### config.mk
export PLATFORM = sky130hd
export DESIGN_NAME = rle_sequencer
export DESIGN_NICKNAME = d
export VERILOG_FILES = /design/src/rtl/rle_sequencer.sv
export SDC_FILE = /design/constraint.sdc
export NUM_CORES = 1
export LEC_CHECK = 0
export BUFFER_PORTS_ARGS = -buffer_cell sky130_fd_sc_hd__buf_2
export CORE_ASPECT_RATIO = 1.5
export CORE_MARGIN = 3
export CORE_UTILIZATION = 48
export CTS_CLUSTER_DIAMETER = 150
export DETAILED_ROUTE_END_ITERATION = 10
export PLACE_DENSITY = 0.74
export SYNTH_ARGS = -nofsm -noshare
export SYNTH_HDL_FRONTEND = slang
export SYNTH_SLANG_ARGS = --single-unit
export TNS_END_PERCENT = 10
### constraint.sdc
create_clock -name clk -period 1.6 [get_ports clk]
set_input_delay 0.24 -clock clk [delete_from_list [all_inputs] [get_ports clk]]
set_output_delay 0.24 -clock clk [all_outputs]
set_load 0.02 [all_outputs]
### src/rtl/rle_sequencer.sv
// rle_sequencer: run-length encoder turning a ready/valid sample stream into (value, length) tokens.
//   clk, rst_n            : clock (rising edge), asynchronous active-low reset
//   in_valid/in_ready     : sample handshake; in_data is the DATA_W-bit sample
//   flush                 : close the open run (only when RLE_FLUSH_EN is defined)
//   out_valid/out_ready   : token handshake from the registered output slot
//   out_data/out_len      : run value and run length (1..2^CNT_W-1)
//   busy                  : a run is currently open
// Optional feature macro: RLE_FLUSH_EN adds the flush port.
module rle_sequencer #(
  parameter int DATA_W = 8,
  parameter int CNT_W  = 8
) (
  input  logic              clk,
  input  logic              rst_n,
  input  logic              in_valid,
  output logic              in_ready,
  input  logic [DATA_W-1:0] in_data,
`ifdef RLE_FLUSH_EN
  input  logic              flush,
`endif
  output logic              out_valid,
  input  logic              out_ready,
  output logic [DATA_W-1:0] out_data,
  output logic [CNT_W-1:0]  out_len,
  output logic              busy
);
  typedef enum logic {IDLE, RUN} state_t;
  localparam logic [CNT_W-1:0] MAX = '1;
  state_t            state_q, state_d;
  logic [DATA_W-1:0] cur_val_q, cur_val_d, out_data_q, out_data_d;
  logic [CNT_W-1:0]  cur_len_q, cur_len_d, out_len_q, out_len_d;
  logic              out_valid_q, out_valid_d;
  logic              slot_free, flush_active, accept, emit;
`ifdef RLE_FLUSH_EN
  assign flush_active = flush;
`else
  assign flush_active = 1'b0;
`endif
  assign slot_free = !out_valid_q || out_ready;
  assign in_ready  = slot_free && !flush_active && rst_n;
  assign accept    = in_valid && in_ready;
  assign out_valid = out_valid_q;
  assign out_data  = out_data_q;
  assign out_len   = out_len_q;
  assign busy      = (state_q == RUN);
  always_comb begin
    state_d     = state_q;
    cur_val_d   = cur_val_q;
    cur_len_d   = cur_len_q;
    emit        = 1'b0;
    if (accept) begin
      if (state_q == IDLE) begin
        state_d   = RUN;
        cur_val_d = in_data;
        cur_len_d = CNT_W'(1);
      end else if (in_data == cur_val_q) begin
        // a full counter closes the run and restarts it with the same value
        emit      = (cur_len_q == MAX);
        cur_len_d = (cur_len_q == MAX) ? CNT_W'(1) : cur_len_q + CNT_W'(1);
      end else begin
        emit      = 1'b1;
        cur_val_d = in_data;
        cur_len_d = CNT_W'(1);
      end
    end else if (flush_active && state_q == RUN && slot_free) begin
      emit      = 1'b1;
      state_d   = IDLE;
      cur_len_d = '0;
    end
    // emit always lands in a free slot, so a coinciding drain is simply overwritten
    out_valid_d = emit ? 1'b1 : (out_valid_q && !out_ready);
    out_data_d  = emit ? cur_val_q : out_data_q;
    out_len_d   = emit ? cur_len_q : out_len_q;
  end
  always_ff @(posedge clk or negedge rst_n) begin
    if (!rst_n) begin
      state_q     <= IDLE;
      cur_val_q   <= '0;
      cur_len_q   <= '0;
      out_valid_q <= 1'b0;
      out_data_q  <= '0;
      out_len_q   <= '0;
    end else begin
      state_q     <= state_d;
      cur_val_q   <= cur_val_d;
      cur_len_q   <= cur_len_d;
      out_valid_q <= out_valid_d;
      out_data_q  <= out_data_d;
      out_len_q   <= out_len_d;
    end
  end
endmodule

Word-level counts from Yosys, hierarchy flattened
Cells that the tools add are included.
- register bits after elaboration: 34
- bits of input ports: 12
- output and inout port bits: 19
- word-level logic and storage cells: 26
- add/sub/neg operators: 1
- eq/ne operators: 3
- multiplexer cells: 9
- reductions and logical operators: 7
- operator list (kind ; count):
    8-bit two-way mux ; 5
    8-bit by 1-bit adder with 8-bit output, second input constant ; 1
    8-bit equality test ; 1
    8-bit equality test, second input constant ; 1
    1-bit two-way mux ; 4
    1-bit logical AND ; 3
    1-bit zero test ; 2
    2-bit inequality test, second input constant ; 1
    2-bit AND reduction ; 1
    1-bit logical OR ; 1

Longest topological paths before layout
Gate-level depths: netlist of the first run.
- word-level depth: 6
- depth in mapped cells: 7
- mapped depth without buffers: 6

Least setup slack after synthesis of the first run
OpenSTA, ideal clock, no wires.
- kind: reg2reg
- start point: reg out_valid_q, in the netlist out_valid
- end point: reg out_data_q[6], in the netlist out_data[6]
- library setup time: 0.125 ns
- arrival: 1.689 ns
- data required time: 1.475 ns
- slack: -0.214 ns
- cell stages (with the launch flop): 8
- path buffers: 2
- clock period less this slack: 1.814 ns
- cell sequence: dfrtp_1 > nand2b_1 > and3_1 > buf_2 > nand2_1 > a21oi_4 > buf_12 > mux2_4
- word-level cells in the longest chain between the ends: 5
- ends and longest elaborated chain (element ; RTL line ; RTL):
    from (decl) ; 32 ; logic out_valid_q, out_valid_d;
    from (signal assigned) ; 87 ; out_valid_q <= out_valid_d;
    1-bit zero test ; 39 ; assign slot_free = !out_valid_q || out_ready;
    1-bit logical OR ; 39 ;
    1-bit logical AND ; 40 ; assign in_ready = slot_free && !flush_active && rst_n;
    1-bit logical AND ; 41 ; assign accept = in_valid && in_ready;
    1-bit two-way mux ; 51 ; if (accept) begin
    to (signal assigned) ; 88 ; out_data_q <= out_data_d;
    to (decl) ; 30 ; logic [DATA_W-1:0] cur_val_q, cur_val_d, out_data_q, out_data_d;
Every way passes these cells.
A chain may end at the register's enable or synchronous reset.

Worst setup path after layout of the first run
- start point: reg cur_len_q[1]
- end point: reg out_data_q[3], in the netlist out_data[3]
- word-level cells in the longest chain between the ends: 4
- ends and longest elaborated chain (element ; RTL line ; RTL):
    from (decl) ; 31 ; logic [CNT_W-1:0] cur_len_q, cur_len_d, out_len_q, out_len_d;
    from (signal assigned) ; 86 ; cur_len_q <= cur_len_d;
    8-bit equality test ; 58 ; emit = (cur_len_q == MAX);
    1-bit two-way mux ; 56 ; end else if (in_data == cur_val_q) begin
    1-bit two-way mux ; 52 ; if (state_q == IDLE) begin
    1-bit two-way mux ; 51 ;
Every way passes these cells.

==> flow_summary.json, run 1 <==
{
  "fmax_ghz": 0.595,
  "r2r-start": "cur_len_q[1]",
  "maxSlewHeadroom_pct": 75.7,
  "synth-edff-count": 0,
  "multiInputGateArea_um2": 772,
  "vias_per_cell": 5.31,
  "crit_type": "flip-flop to flip-flop",
  "max_cap_viol_count": 0,
  "setup_viol": 16,
  "synth_top_family_by_area": "multiplexers",
  "synthMuxAreaShare_pct": 17.7,
  "min_path_type": "input pin to async pin",
  "synth_seq_cells": 34,
  "overflow": 0,
  "arrival_ns": 1.85,
  "antenna_found_initial": 0,
  "layout.nets": 197,
  "setup.worst_path.start": "cur_len_q[1]",
  "finClkSkew_ns": 0.00345,
  "p_leak_nw": 1.05,
  "violations": "setup timing",
  "drt-pass1-iter-count": 4,
  "cts_root_buf": "clkbuf_8",
  "yosys_warnings": 0,
  "layout_setup_ws_ns": -0.0802,
  "drtAntennaViolNets": 0,
  "pin_count": 31,
  "wire_per_inst_um": 16.0,
  "start_kind": "flip-flop",
  "synth_fa_ha_area_share_pct": 0.782,
  "endpoint_kind": "flip-flop",
  "die_area_um2": 4080,
  "core_area_um2": 3190,
  "drive_gt1_share_pct": 51.6,
  "cts_max_path_buffers": 2,
  "drv_slew": 0,
  "worst_skew_pair.late_latency_ns": 0.28,
  "pre_cts_slack_ns": -0.0709,
  "post-cts-setup-buffer-count": 0,
  "rows": 25,
  "syn_area_um2": 1600,
  "synthCells": 127,
  "dpl.cell_count": 216,
  "gp_congestion": 0.869,
  "period_share_pct": 105,
  "worstPathRequired_ns": 1.77,
  "cts_tree": "yes",
  "vias": 1190,
  "routed_wl_mm": 3.60,
  "die_h_um": 76.7,
  "die_w_um": 53.1,
  "power.density_nw_per_um2": 1100,
  "rsz0062_at_grt": "true",
  "port_buffers": 30,
  "cts_made_buffers": 5,
  "rr_worst_depth": 6,
  "hold_viol": 0,
  "grt_usage_pct": 20.9,
  "synth_flop_cell": "dfrtp_1",
  "instances_no_fill": 224,
  "synth_seq_area_share_pct": 53.2,
  "clk_pin_slew_ns": 0.07,
  "grt_max_degree": 30,
  "regArea_um2": 852,
  "n_antenna_cell": 0,
  "syn_to_final_growth_pct": 33.7,
  "drt-initial-drc-count": 20,
  "worst_pin_slew_ns": 0.364,
  "grt_pass1_wl_mm": 6.22,
  "r2r_end": "out_data[3]",
  "synth-xor-area-share_pct": 4.38,
  "synth-compound-area-share_pct": 6.72,
  "drc": 0,
  "fill_cells": 261,
  "synth_async_sr_flop_share_pct": 100,
  "htree_levels": 2,
  "grt_pass1_vias": 1339,
  "fin_crit_ns": 1.68,
  "place_hpwl_mm": 2.60,
  "synth.distinct_cells": 31,
  "initial_core_util_pct": 50.2,
  "cts_sinks": 34,
  "syn_area_per_cell_um2": 12.6,
  "vdd_ir_drop_max_mv": 0.778,
  "synthesis.nets": 140,
  "rrSetupSlack_ns": -0.08,
  "path_max_fanout": 8,
  "yosys.area_share.simple_pct": 14.9,
  "status": "finished with violations"
}
## worst max-delay path by stage
| stage | cells after the start | to |
|---|---|---|
| after CTS | 6 | out_data[3] |
| after detailed placement | 5 | cur_val_q[7] |
| after global placement | 6 | out_len[5] |
| final | 6 | out_data[3] |
| after global routing | 6 | out_data[3] |
| after floorplan | 6 | out_data[6] |
## per-stage QoR
step / power (W) / TNS, ns / util [%] / instance area, um^2 / hold slack [ns]
finish: 0.00235 / -0.819 / 67.1 / 2140 / 0.0109
global route: 0.00247 / -2.23 / 67.1 / 2140 / 0.0427
CTS: 0.00235 / -0.735 / 66.7 / 2130 / 0.0240
detailed placement: 0.00153 / -1.08 / 61.6 / 1960 / 0.193
global placement: 0.00150 / -0.444 / 61.6 / 1960 / 0.185
floorplan: 0.00133 / -1.77 / - / 1610 / -0.0556
## power by group
part | switching [W] | total, W | internal, W
combinational | 0.000254 | 0.000501 | 0.000247
sequential | 0.0000806 | 0.00105 | 0.000967
clock | 0.000301 | 0.000799 | 0.000498
## kinds of logic after synthesis
logic type,Yosys count
buf+inv,5
xor+xnor,8
simple gates,45
mux,22
fa+ha+maj,1
compound gates,12
flops,34
## registers in the layout, indices dropped and copies added, names as in the netlist
| register | count |
|---|---|
| busy | 1 |
| cur_len_q | 8 |
| cur_val_q | 8 |
| out_data | 8 |
| out_len | 8 |
| out_valid | 1 |
## placed cells by master, fill, tap and decap left out, drive strengths merged, types with 4 or more instances in the layout
cell type and count:
dfrtp 34, buf 53, mux2 21, nor2 4, clkbuf 6, xnor2 8, and4 4, nand2 17
nand3 5
## cell type report
cell class | instances | area share [%]
Sequential cell | 34 | 39.8
Timing Repair Buffer | 54 | 16.3
Clock buffer | 6 | 3.86
Clock inverter | 1 | 1.40
Inverter | 1 | 0.175
Tap cell | 40 | 2.34
Multi-Input combinational cell | 88 | 36.1
## critical path, cell delays in order, from the launching register on
cell     delay (ns)
dfrtp_1        0.36
ha_2           0.20
nand3_2        0.07
or2_4          0.25
a21oi_4        0.19
buf_12         0.16
mux2_2         0.34
## what timing repair did
action | 4_1_cts | 5_1_grt
endpoints found under the hold margin | 5 | 0
endpoints found under the setup margin | 24 | 27
hold buffers | 1 | 0
pin swaps | 1 | 2
resized for setup | 7 | 3
## layer usage
layer / GRT usage [%] / up-vias / wire, um
met5: 0 / - / 0
met4: 6.65 / 0 / 55
met3: 6.80 / 6 / 135
met2: 36.7 / 31 / 2040
met1: 22.9 / 585 / 1360
li1: - / 568 / -
## synthesized netlist by cell type, types with 2 or more instances
cell | number | area (um^2)
and4_1 | 4 | 35.0
and2_1 | 2 | 12.5
nor3_1 | 3 | 15.0
nand3_1 | 5 | 25.0
nand2_1 | 17 | 63.8
nor2_1 | 3 | 11.3
a22o_1 | 2 | 17.5
mux2_2 | 11 | 124
mux2_4 | 10 | 150
and3_1 | 3 | 18.8
xnor2_1 | 8 | 70.1
a221o_1 | 3 | 30.0
dfrtp_1 | 34 | 851
clkbuf_1 | 2 | 7.51
nand4_1 | 3 | 18.8
nand2b_1 | 2 | 12.5
(Power assumes the default switching activity.)
==> inputs of run 2 (changes only) <==
HOLD_SLACK_MARGIN = 0.05   (was default)
==> run 2 against run 1 <==
  * The flow still finishes with violations (setup timing)
  * Wire length decreased by 0.17%
  * Final cell count stayed put
  * Register-to-register slack about the same
  * Critical path depth unchanged
  * Via count fell by 0.25%
  * Design area is 0.12% higher
  * Global-route usage about the same
  * Maximum frequency decreased by 0.11%
  * Clock power barely moved
  * Count of clock-buffer cells in the layout is the same
  * Clock skew is essentially flat
  * Largest power group unchanged
  * Highest routed layer unchanged
==> flow_summary.json, run 2 (same netlist as run 1, synthesis figures left out) <==
{
  "fin_area_um2": 2140,
  "path_max_fanout": 8,
  "cp_slowest_cell": "dfrtp_1",
  "die_w_um": 53.1,
  "fmax_ghz": 0.594,
  "rr_worst_depth": 6,
  "setup.worst_path.start": "cur_len_q[1]",
  "overflow": 0,
  "drv_slew": 0,
  "total_power_w": 0.00235,
  "setup_viol": 17,
  "grt_most_used_layer": "met2",
  "grt_pass1_wl_mm": 6.20,
  "place_area_um2": 1960,
  "clk_pin_slew_ns": 0.07,
  "cts_sinks": 34,
  "layout_setup_ws_ns": -0.0821,
  "routed_wl_mm": 3.59,
  "maxSlewHeadroom_pct": 75.5,
  "critPathBufInv": 1,
  "regArea_um2": 852,
  "die_area_um2": 4080,
  "layout_common_cells": "dfrtp_1, buf_2, buf_4",
  "gp_congestion": 0.869,
  "drt-pass1-iter-count": 4,
  "drt-initial-drc-count": 42,
  "finClkSkew_ns": 0.00342,
  "antenna_found_initial": 0,
  "min_path_type": "input pin to async pin",
  "drive_gt1_share_pct": 51.6,
  "core_area_um2": 3190,
  "grt_use_met3_pct": 6.80,
  "rrSetupSlack_ns": -0.08,
  "setup-tns-final_ns": -0.841,
  "critical_path.top_delay_family": "flip-flops",
  "mostFrequentLayoutCell": "dfrtp_1",
  "grt_max_degree": 30,
  "grt_usage_pct": 21.0,
  "grt_util_met2_pct": 36.6,
  "power.density_nw_per_um2": 1100,
  "cts_root_buf": "clkbuf_8",
  "drtAntennaViolNets": 0,
  "cts_tree": "yes",
  "worst_pin_slew_ns": 0.368,
  "violations": "setup timing",
  "met1_usage_pct": 23.2,
  "endpoint_kind": "flip-flop",
  "syn_to_final_growth_pct": 33.9,
  "p_leak_nw": 1.06,
  "arrival_ns": 1.85,
  "vias_per_cell": 5.30,
  "grt_pass1_vias": 1329,
  "cts_max_path_buffers": 2,
  "layout.nets": 197,
  "worst_skew_pair.late_latency_ns": 0.28,
  "vias": 1187,
  "drc": 0,
  "cts_made_buffers": 5,
  "htree_levels": 2,
  "hold_viol": 0,
  "worstPathRequired_ns": 1.76,
  "r2r_end": "out_data[3]",
  "fin_crit_ns": 1.68,
  "fill_cells": 261,
  "rows": 25,
  "vdd_ir_drop_max_mv": 0.778,
  "finalHoldWorstSlack_ns": 0.112,
  "status": "finished with violations",
  "n_antenna_cell": 0,
  "path_cells": "ha_2, nand3_2, or2_4, a21oi_4, buf_12, mux2_2",
  "fin_util_pct": 67.1,
  "period_share_pct": 105,
  "crit_type": "flip-flop to flip-flop",
  "r2r-start": "cur_len_q[1]",
  "die_h_um": 76.7,
  "pin_count": 31,
  "wire_per_inst_um": 16.0,
  "multiInputGateArea_um2": 772,
  "port_buffers": 30,
  "rsz0062_at_grt": "true",
  "max_cap_viol_count": 0,
  "critPathMaxStageDelay_ns": 0.36,
  "start_kind": "flip-flop",
  "initial_core_util_pct": 50.2,
  "place_hpwl_mm": 2.60
}
run 2: cell count changes in the layout (fill, tap and decap cells not counted), sizes merged:
| cell | delta |
|---|---|
| dlygate4sd3 | -1 |
| dlymetal6s4s | +1 |
run 2: worst max-delay path by stage:
stage	to	slack, ns	cells after the start
after CTS	out_data[3]	-0.07	6
after global placement	out_len[5]	-0.04	6
after detailed placement	cur_val_q[7]	-0.07	5
after floorplan	out_data[6]	-0.15	6
final	out_data[3]	-0.08	6
after global routing	out_data[3]	-0.14	6
run 2: through the flow:
stage / setup WS [ns] / std cells
6_report: -0.0821 / 224
5_1_grt: -0.140 / 224
4_1_cts: -0.0687 / 224
3_5_place_dp: -0.0709 / 216
3_3_place_gp: -0.0358 / 216
2_1_floorplan: -0.152 / 127
run 2: cell type report:
| type | instances | area share [%] |
|---|---|---|
| sequential | 34 | 39.8 |
| multi-input combinational | 88 | 36.0 |
| timing repair buffer | 54 | 16.4 |
| clock buffer | 6 | 3.86 |
| tap | 40 | 2.34 |
| clock inverter | 1 | 1.40 |
| inverter | 1 | 0.175 |
run 2: routing by layer:
layer	share of wire, %	up-vias
li1	-	567
met3	3.4	6
met5	0	-
met2	56	29
met4	1.4	0
met1	39	585
run 2: what timing repair did:
| item | 4_1_cts | 5_1_grt |
|---|---|---|
| setup endpoints to repair | 24 | 28 |
| hold endpoints to repair | 34 | 0 |
| pin swaps | 1 | 2 |
| resized for setup | 7 | 4 |
| buffers inserted | 0 | 0 |
| hold buffers | 1 | 0 |
run 2: power by group:
part	switching [W]	internal, W
registers	0.0000813	0.000967
logic	0.000254	0.000247
clock network	0.000300	0.000498
total	0.000635	0.00171
run 2: worst reg2reg max path, stage by stage (launching register included):
cell and delay [ns]:
dfrtp_1 0.36, ha_2 0.20, nand3_2 0.07, or2_4 0.25, a21oi_4 0.19, buf_12 0.16
mux2_2 0.34
